`config.mk`:
```
export PLATFORM = sky130hd
export DESIGN_NAME = present_ctrl
export DESIGN_NICKNAME = d
export VERILOG_FILES = /design/src/rtl/present_ctrl.sv
export SDC_FILE = /design/constraint.sdc
export NUM_CORES = 1
export LEC_CHECK = 0
export BUFFER_PORTS_ARGS = -buffer_cell sky130_fd_sc_hd__clkbuf_2
export CAP_MARGIN = 30
export CORE_MARGIN = 3
export CORE_UTILIZATION = 55
export DETAILED_ROUTE_END_ITERATION = 10
export PLACE_DENSITY = 0.76
export SETUP_SLACK_MARGIN = 0.15
export SYNTH_ARGS = -nofsm -noshare
export SYNTH_HDL_FRONTEND = slang
export SYNTH_SLANG_ARGS = --single-unit
```
`constraint.sdc`:
```
create_clock -name Clk_ik -period 2 [get_ports Clk_ik]
set_input_delay 0.4 -clock Clk_ik [delete_from_list [all_inputs] [get_ports Clk_ik]]
set_output_delay 0.4 -clock Clk_ik [all_outputs]
set_load 0.01 [all_outputs]
```
`src/rtl/present_ctrl.sv`:
```
// present_ctrl: iterative PRESENT-80 encryption controller, one round per clock.
// Includes the s_box and data_update round datapath it is built around.

module s_box (
    input  logic [3:0] a,
    output logic [3:0] y
);
    localparam logic [63:0] SBOX = 64'h21748FE3DA09B65C;
    assign y = SBOX[{a, 2'b00} +: 4];
endmodule

module data_update (
    input  logic [63:0] Data_ib,
    input  logic [63:0] RoundKey_ib,
    output logic [63:0] Data_ob
);
    logic [63:0] x;
    logic [63:0] s;
    assign x = Data_ib ^ RoundKey_ib;
    genvar i;
    generate
        for (i = 0; i < 16; i++) begin : g_sbox
            s_box u_sbox (.a(x[4*i +: 4]), .y(s[4*i +: 4]));
        end
        // pLayer: bit i moves to bit i*16 mod 63, bit 63 stays put
        for (i = 0; i < 63; i++) begin : g_perm
            assign Data_ob[(i * 16) % 63] = s[i];
        end
    endgenerate
    assign Data_ob[63] = s[63];
endmodule

module present_ctrl (
    input  logic        Clk_ik,
    input  logic        Reset_irn,
    input  logic        Start_i,
    input  logic [63:0] Plaintext_ib,
    input  logic [79:0] Key_ib,
    output logic        Ready_o,
    output logic        Done_o,
    output logic [63:0] Ciphertext_ob
);
    localparam logic [1:0] IDLE  = 2'd0;
    localparam logic [1:0] ROUND = 2'd1;
    localparam logic [1:0] FINAL = 2'd2;

    logic [1:0]  fsm_q, fsm_d;
    logic [63:0] state_q, state_d;
    logic [79:0] key_q, key_d;
    logic [4:0]  round_q, round_d;
    logic        done_q, done_d;
    logic [63:0] ct_q, ct_d;
    logic [63:0] data_next;
    logic [79:0] k_rot, key_next;
    logic [3:0]  k_sbox;

    data_update u_round (.Data_ib(state_q), .RoundKey_ib(key_q[79:16]), .Data_ob(data_next));

    assign k_rot = {key_q[18:0], key_q[79:19]};
    s_box u_ksbox (.a(k_rot[79:76]), .y(k_sbox));
    assign key_next = {k_sbox, k_rot[75:20], k_rot[19:15] ^ round_q, k_rot[14:0]};

    always_comb begin
        fsm_d   = fsm_q;
        state_d = state_q;
        key_d   = key_q;
        round_d = round_q;
        done_d  = 1'b0;
        ct_d    = ct_q;
        if (fsm_q == IDLE && Start_i) begin
            state_d = Plaintext_ib;
            key_d   = Key_ib;
            round_d = 5'd1;
            fsm_d   = ROUND;
        end else if (fsm_q == ROUND) begin
            state_d = data_next;
            key_d   = key_next;
            round_d = round_q + 5'd1;
            fsm_d   = (round_q == 5'd31) ? FINAL : ROUND;
        end else if (fsm_q == FINAL) begin
            ct_d   = state_q ^ key_q[79:16];
            done_d = 1'b1;
            fsm_d  = IDLE;
        end
    end

    always_ff @(posedge Clk_ik or negedge Reset_irn) begin
        if (!Reset_irn) begin
            fsm_q   <= IDLE;
            state_q <= '0;
            key_q   <= '0;
            round_q <= '0;
            done_q  <= 1'b0;
            ct_q    <= '0;
        end else begin
            fsm_q   <= fsm_d;
            state_q <= state_d;
            key_q   <= key_d;
            round_q <= round_d;
            done_q  <= done_d;
            ct_q    <= ct_d;
        end
    end

    assign Ready_o       = (fsm_q == IDLE);
    assign Done_o        = done_q;
    assign Ciphertext_ob = ct_q;
endmodule

```
### After elaboration in Yosys (flattened, before gate mapping)

Index checks and enable logic that the tools add are counted.
Widths: inputs -> output; s select.

| storage, ports and cells | value |
|---|---|
| memories kept | 0 |
| bits in writable memories | 0 |
| logic and storage cells | 49 |
| input bits | 147 |
| register bits | 216 |
| bits in latches | 0 |
| output and inout bits | 66 |
| bits in read-only memories | 0 |

| cells by class | value |
|---|---|
| multiply operators | 0 |
| add/sub/neg operators | 1 |
| magnitude comparators | 0 |
| multiplexer cells | 13 |
| reduce and logical (&&, ||, !) cells | 5 |
| bitwise logic cells | 4 |
| shift-type cells | 17 |
| div/mod/pow operators | 0 |
| eq/ne operators | 3 |

Operators with widths:

| operator | number |
|---|---|
| $shiftx 64x7->4 const A | 17 |
| $mux 80 | 2 |
| $mux 64 | 2 |
| $xor 64x64->64 | 1 |
| $mux 5 | 2 |
| $mux 2 | 4 |
| $add 5x1->5 const B | 1 |
| $eq 5x5->1 const B | 1 |
| $xor 5x5->5 | 1 |
| $mux 1 | 3 |
| $reduce_and 3->1 | 1 |
| $reduce_bool 3->1 | 1 |
| $eq 2x1->1 const B | 1 |
| $eq 2x2->1 const B | 1 |
| $logic_not 2->1 | 1 |
| $not 1->1 | 2 |
| $reduce_bool 2->1 | 1 |
| $logic_and 1x1->1 | 1 |

### Logic depth before layout (Yosys ltp)

| logic depth | value |
|---|---|
| depth after elaboration | 4 |
| gate-level depth with buffers | 8 |
| depth with buffers taken out | 7 |

### Cells and area by module

From an unflattened synthesis, not the netlist that was laid out.

| second synthesis, totals | value |
|---|---|
| cells, all modules | 1313 |
| area total of the unflattened synthesis | 13022.5 sq um |

By module, submodules not included:

| module | times used | cells an instance | sequential area each (sq um) | area each (sq um) |
|---|---|---|---|---|
| present_ctrl | 1 | 943 | 5405.2 | 9313.9 |
| s_box | 17 | 18 | 0.0 | 185.2 |
| data_update | 1 | 64 | 0.0 | 560.5 |

### Least setup slack after synthesis

Ideal clock, no wire load.

| timing | value |
|---|---|
| path kind | reg-to-reg |
| start point | reg key_q[17] |
| end point | reg state_q[32] |
| path buffers | 1 |
| arrival | 1.663 ns |
| cell stages (with the launch flop) | 8 |
| period minus slack after synthesis | 1.784 ns |
| library setup time | 0.121 ns |
| slack | 0.216 ns |
| required time | 1.879 ns |
| path through | dfrtp_1 > buf_2 > xnor2_1 > inv_1 > ha_1 > mux4_1 > nand2_1 > nand2_1 |

| between the ends | value |
|---|---|
| cells in the longest elaborated chain, start to end | 4 |

Ends and longest elaborated chain:

| element | RTL line | text |
|---|---|---|
| from (decl) | 49 | `logic [79:0] key_q, key_d;` |
| from (signal assigned) | 98 | `key_q <= key_d;` |
| $xor 64x64->64 | 19 | `assign x = Data_ib ^ RoundKey_ib;` |
| $shiftx 64x7->4 | 9 | `assign y = SBOX[{a, 2'b00} +: 4];` |
| $mux 64 | 75 | `end else if (fsm_q == ROUND) begin` |
| $mux 64 | 70 | `if (fsm_q == IDLE && Start_i) begin` |
| to (signal assigned) | 97 | `state_q <= state_d;` |
| to (decl) | 48 | `logic [63:0] state_q, state_d;` |

No other way between the ends. The select of a mux whose other input is x is not followed.
A chain may end at the register's enable or synchronous reset.

### Worst setup path in the final report

| timing | value |
|---|---|
| start point | reg key_q[49] |
| end point | reg state_q[40] |

The elaborated chain is that of the path after synthesis.

==> flow_summary.json <==
{
  "avgSynthCellArea_sq_um": 9.72,
  "io_pins": 213,
  "rrSetupSlack_ps": 170,
  "holdWs_ps": 92.3,
  "area_growth_pct": 25.8,
  "htree_num_levels": 1,
  "finalNetCount": 1703,
  "synthFlopType": "dfrtp_1",
  "timing.fmax_ghz": 0.546,
  "fp.dieH_um": 154,
  "wl_mm": 39.5,
  "yosysSeqAreaShare_pct": 45.0,
  "critPathLaunch": "key_q[49]",
  "period_share_pct": 91.6,
  "critPathKind": "reg2reg",
  "port_buffers": 212,
  "route.detailed.drc": 0,
  "dieArea_sq_mm": 0.0236,
  "cp.required_ps": 2410,
  "dp_hpwl_mm": 30.1,
  "worstSetupStartpointType": "register",
  "yosysUniqueCellTypes": 48,
  "numCtsBuffers": 24,
  "ys_seq_elements": 216,
  "yosys.area_share.simple_pct": 12.4,
  "clk-insertion-delay-late_ps": 520,
  "clock_skew_ps": 14.5,
  "initial_core_util_pct": 56.6,
  "synth_xor_area_share_pct": 7.43,
  "drv_slew": 0,
  "reg2reg_depth": 6,
  "r2r-end": "state_q[40]",
  "synth-compound-area-share_pct": 17.1,
  "place_area_sq_mm": 0.0139,
  "multiInputGateArea_sq_mm": 0.00627,
  "endpoint_kind": "register",
  "synth_largest_area_cell": "dfrtp_1",
  "synth_area_sq_mm": 0.0120,
  "cts_buffer_depth": 3,
  "cts_tree": "yes",
  "tns_ps": 0,
  "cap_violations": 0,
  "die_width_um": 154,
  "track_usage_pct": 32.8,
  "yosys_warnings": 0,
  "antenna_found_initial": 0,
  "synthArstFlopShare_pct": 100,
  "finalHoldViolCount": 0,
  "fin_area_sq_mm": 0.0151,
  "vias_per_cell": 6.06,
  "drtPass1Iterations": 6,
  "drt_iter0_drc": 1095,
  "cp.arrival_ps": 2240,
  "final_antenna_net_count": 0,
  "synthMuxAreaShare_pct": 7.59,
  "diodes": 0,
  "r2r-start": "key_q[49]",
  "pre_cts_ws_ps": 79.2,
  "routedWlPerCell_um": 22.0,
  "synth_top_family_by_area": "compound AO/OA/AOI/OAI gates",
  "postSynthCellCount": 1235,
  "regArea_sq_mm": 0.00542,
  "tightest_slew_ps": 550,
  "grt_max_degree": 72,
  "synth_area_leaders": "dfrtp_1, nand2_1, a22oi_1",
  "slew_headroom_pct": 63.2,
  "outcome": "complete, no violations",
  "path_clk_slew_ps": 60,
  "period_needed_ps": 1830,
  "fin_ws_ps": 169,
  "overflow": 0,
  "synthAdderAreaFrac_pct": 5.73,
  "rows": 53,
  "crit_fanout": 5,
  "min_path_type": "in2reg",
  "grt_pass1_wl_mm": 60.8,
  "synth_nets": 1437,
  "grt_pass1_vias": 10462,
  "drive_gt1_share_pct": 29.2,
  "synth_edf_count": 0,
  "routabilityCongestion": 0.961,
  "fill_cells": 1610,
  "clock_sinks": 216,
  "cts_root_buf": "clkbuf_16",
  "vias": 10869,
  "setup_violations": 0,
  "rsz0062_at_grt": "yes",
  "core_area_sq_mm": 0.0212,
  "crit_path_end": "state_q[40]",
  "yosys.area.top_type_share_pct": 45.0
}
## synthesized netlist by cell type, drive strengths merged (8+ instances only)
library cell,instances
a211oi,14
mux2i,19
mux2,15
a22oi,119
nand3,17
nor2,34
xnor2,64
mux4,24
o31ai,8
clkbuf,22
o21ai,102
and3,10
xor2,31
dfrtp,216
a221o,11
a21oi,23
ha,55
o221ai,9
inv,67
buf,46
nand2,288
## registers in the layout, summed over array words and instances, names as in the netlist
register	count
Ciphertext_ob	64
state_q	64
key_q	80
fsm_q	2
Done_o	1
round_q	5
## cell type report
class                           instances  area share (%)
Inverter                               67            1.67
Tap cell                              275            2.28
Clock inverter                          7           0.912
Clock buffer                           37            4.91
Sequential cell                       216            35.9
Multi-Input combinational cell        884            41.5
Timing Repair Buffer                  308            12.8
## critical path, stage by stage (launching register included)
cell	delay, ps
dfrtp_1	450
xnor2_2	250
inv_1	140
ha_1	310
mux4_2	460
nand2_1	70
nand2_1	40
## layout by cell type, fill, tap and decap left out, types with 33 or more instances in the layout
| cell | netlist | routed |
|---|---|---|
| inv_1 | 65 | 58 |
| o21ai_0 | 79 | 79 |
| buf_4 | 5 | 83 |
| nor2_1 | 33 | 33 |
| a22oi_1 | 119 | 119 |
| nand2_1 | 288 | 288 |
| ha_1 | 55 | 54 |
| xnor2_1 | 58 | 39 |
| dfrtp_1 | 216 | 204 |
| clkbuf_2 | 0 | 211 |
## metal layers
metal	vias up	share of wire (%)	global-route usage [%]	routed length, um
li1	4865	-	-	-
met1	5274	41	48.4	16100
met2	633	45	49.8	17700
met3	97	11	6.28	4370
met4	0	3.4	9.84	1360
met5	-	0	0	0
## per-stage QoR
| step | std cells | util [%] |
|---|---|---|
| after floorplan | 1235 | - |
| after global placement | 1740 | 65.5 |
| after detailed placement | 1740 | 65.5 |
| after CTS | 1785 | 70.0 |
| after global routing | 1794 | 71.1 |
| final | 1794 | 71.1 |
## cells by family after synthesis
family | count (synthesis)
AO/OA/AOI/OAI | 309
flip-flops | 216
buffers and inverters | 135
XOR/XNOR | 95
AND/OR/NAND/NOR | 367
adder cells (fa/ha/maj) | 55
multiplexers | 58
## worst min-delay path by stage
stage / from / to / cells after the start
finish: Key_ib[12] / key_q[12] / 3
CTS: Key_ib[65] / key_q[65] / 3
detailed placement: Reset_irn / Ciphertext_ob[4] / 1
global route: Key_ib[44] / key_q[44] / 3
global placement: Reset_irn / Ciphertext_ob[12] / 1
floorplan: Reset_irn / Ciphertext_ob[0] / 0
## what timing repair did
item,CTS,global route
hold endpoints to repair,45,0
setup endpoints to repair,8,27
buffers inserted,0,9
gates resized for setup,8,41
hold buffers,1,0
pin swaps,0,11
Power is left out: the tool's default activity adds up to more than one toggle a clock period on the data nets, which glitch-free logic cannot reach.
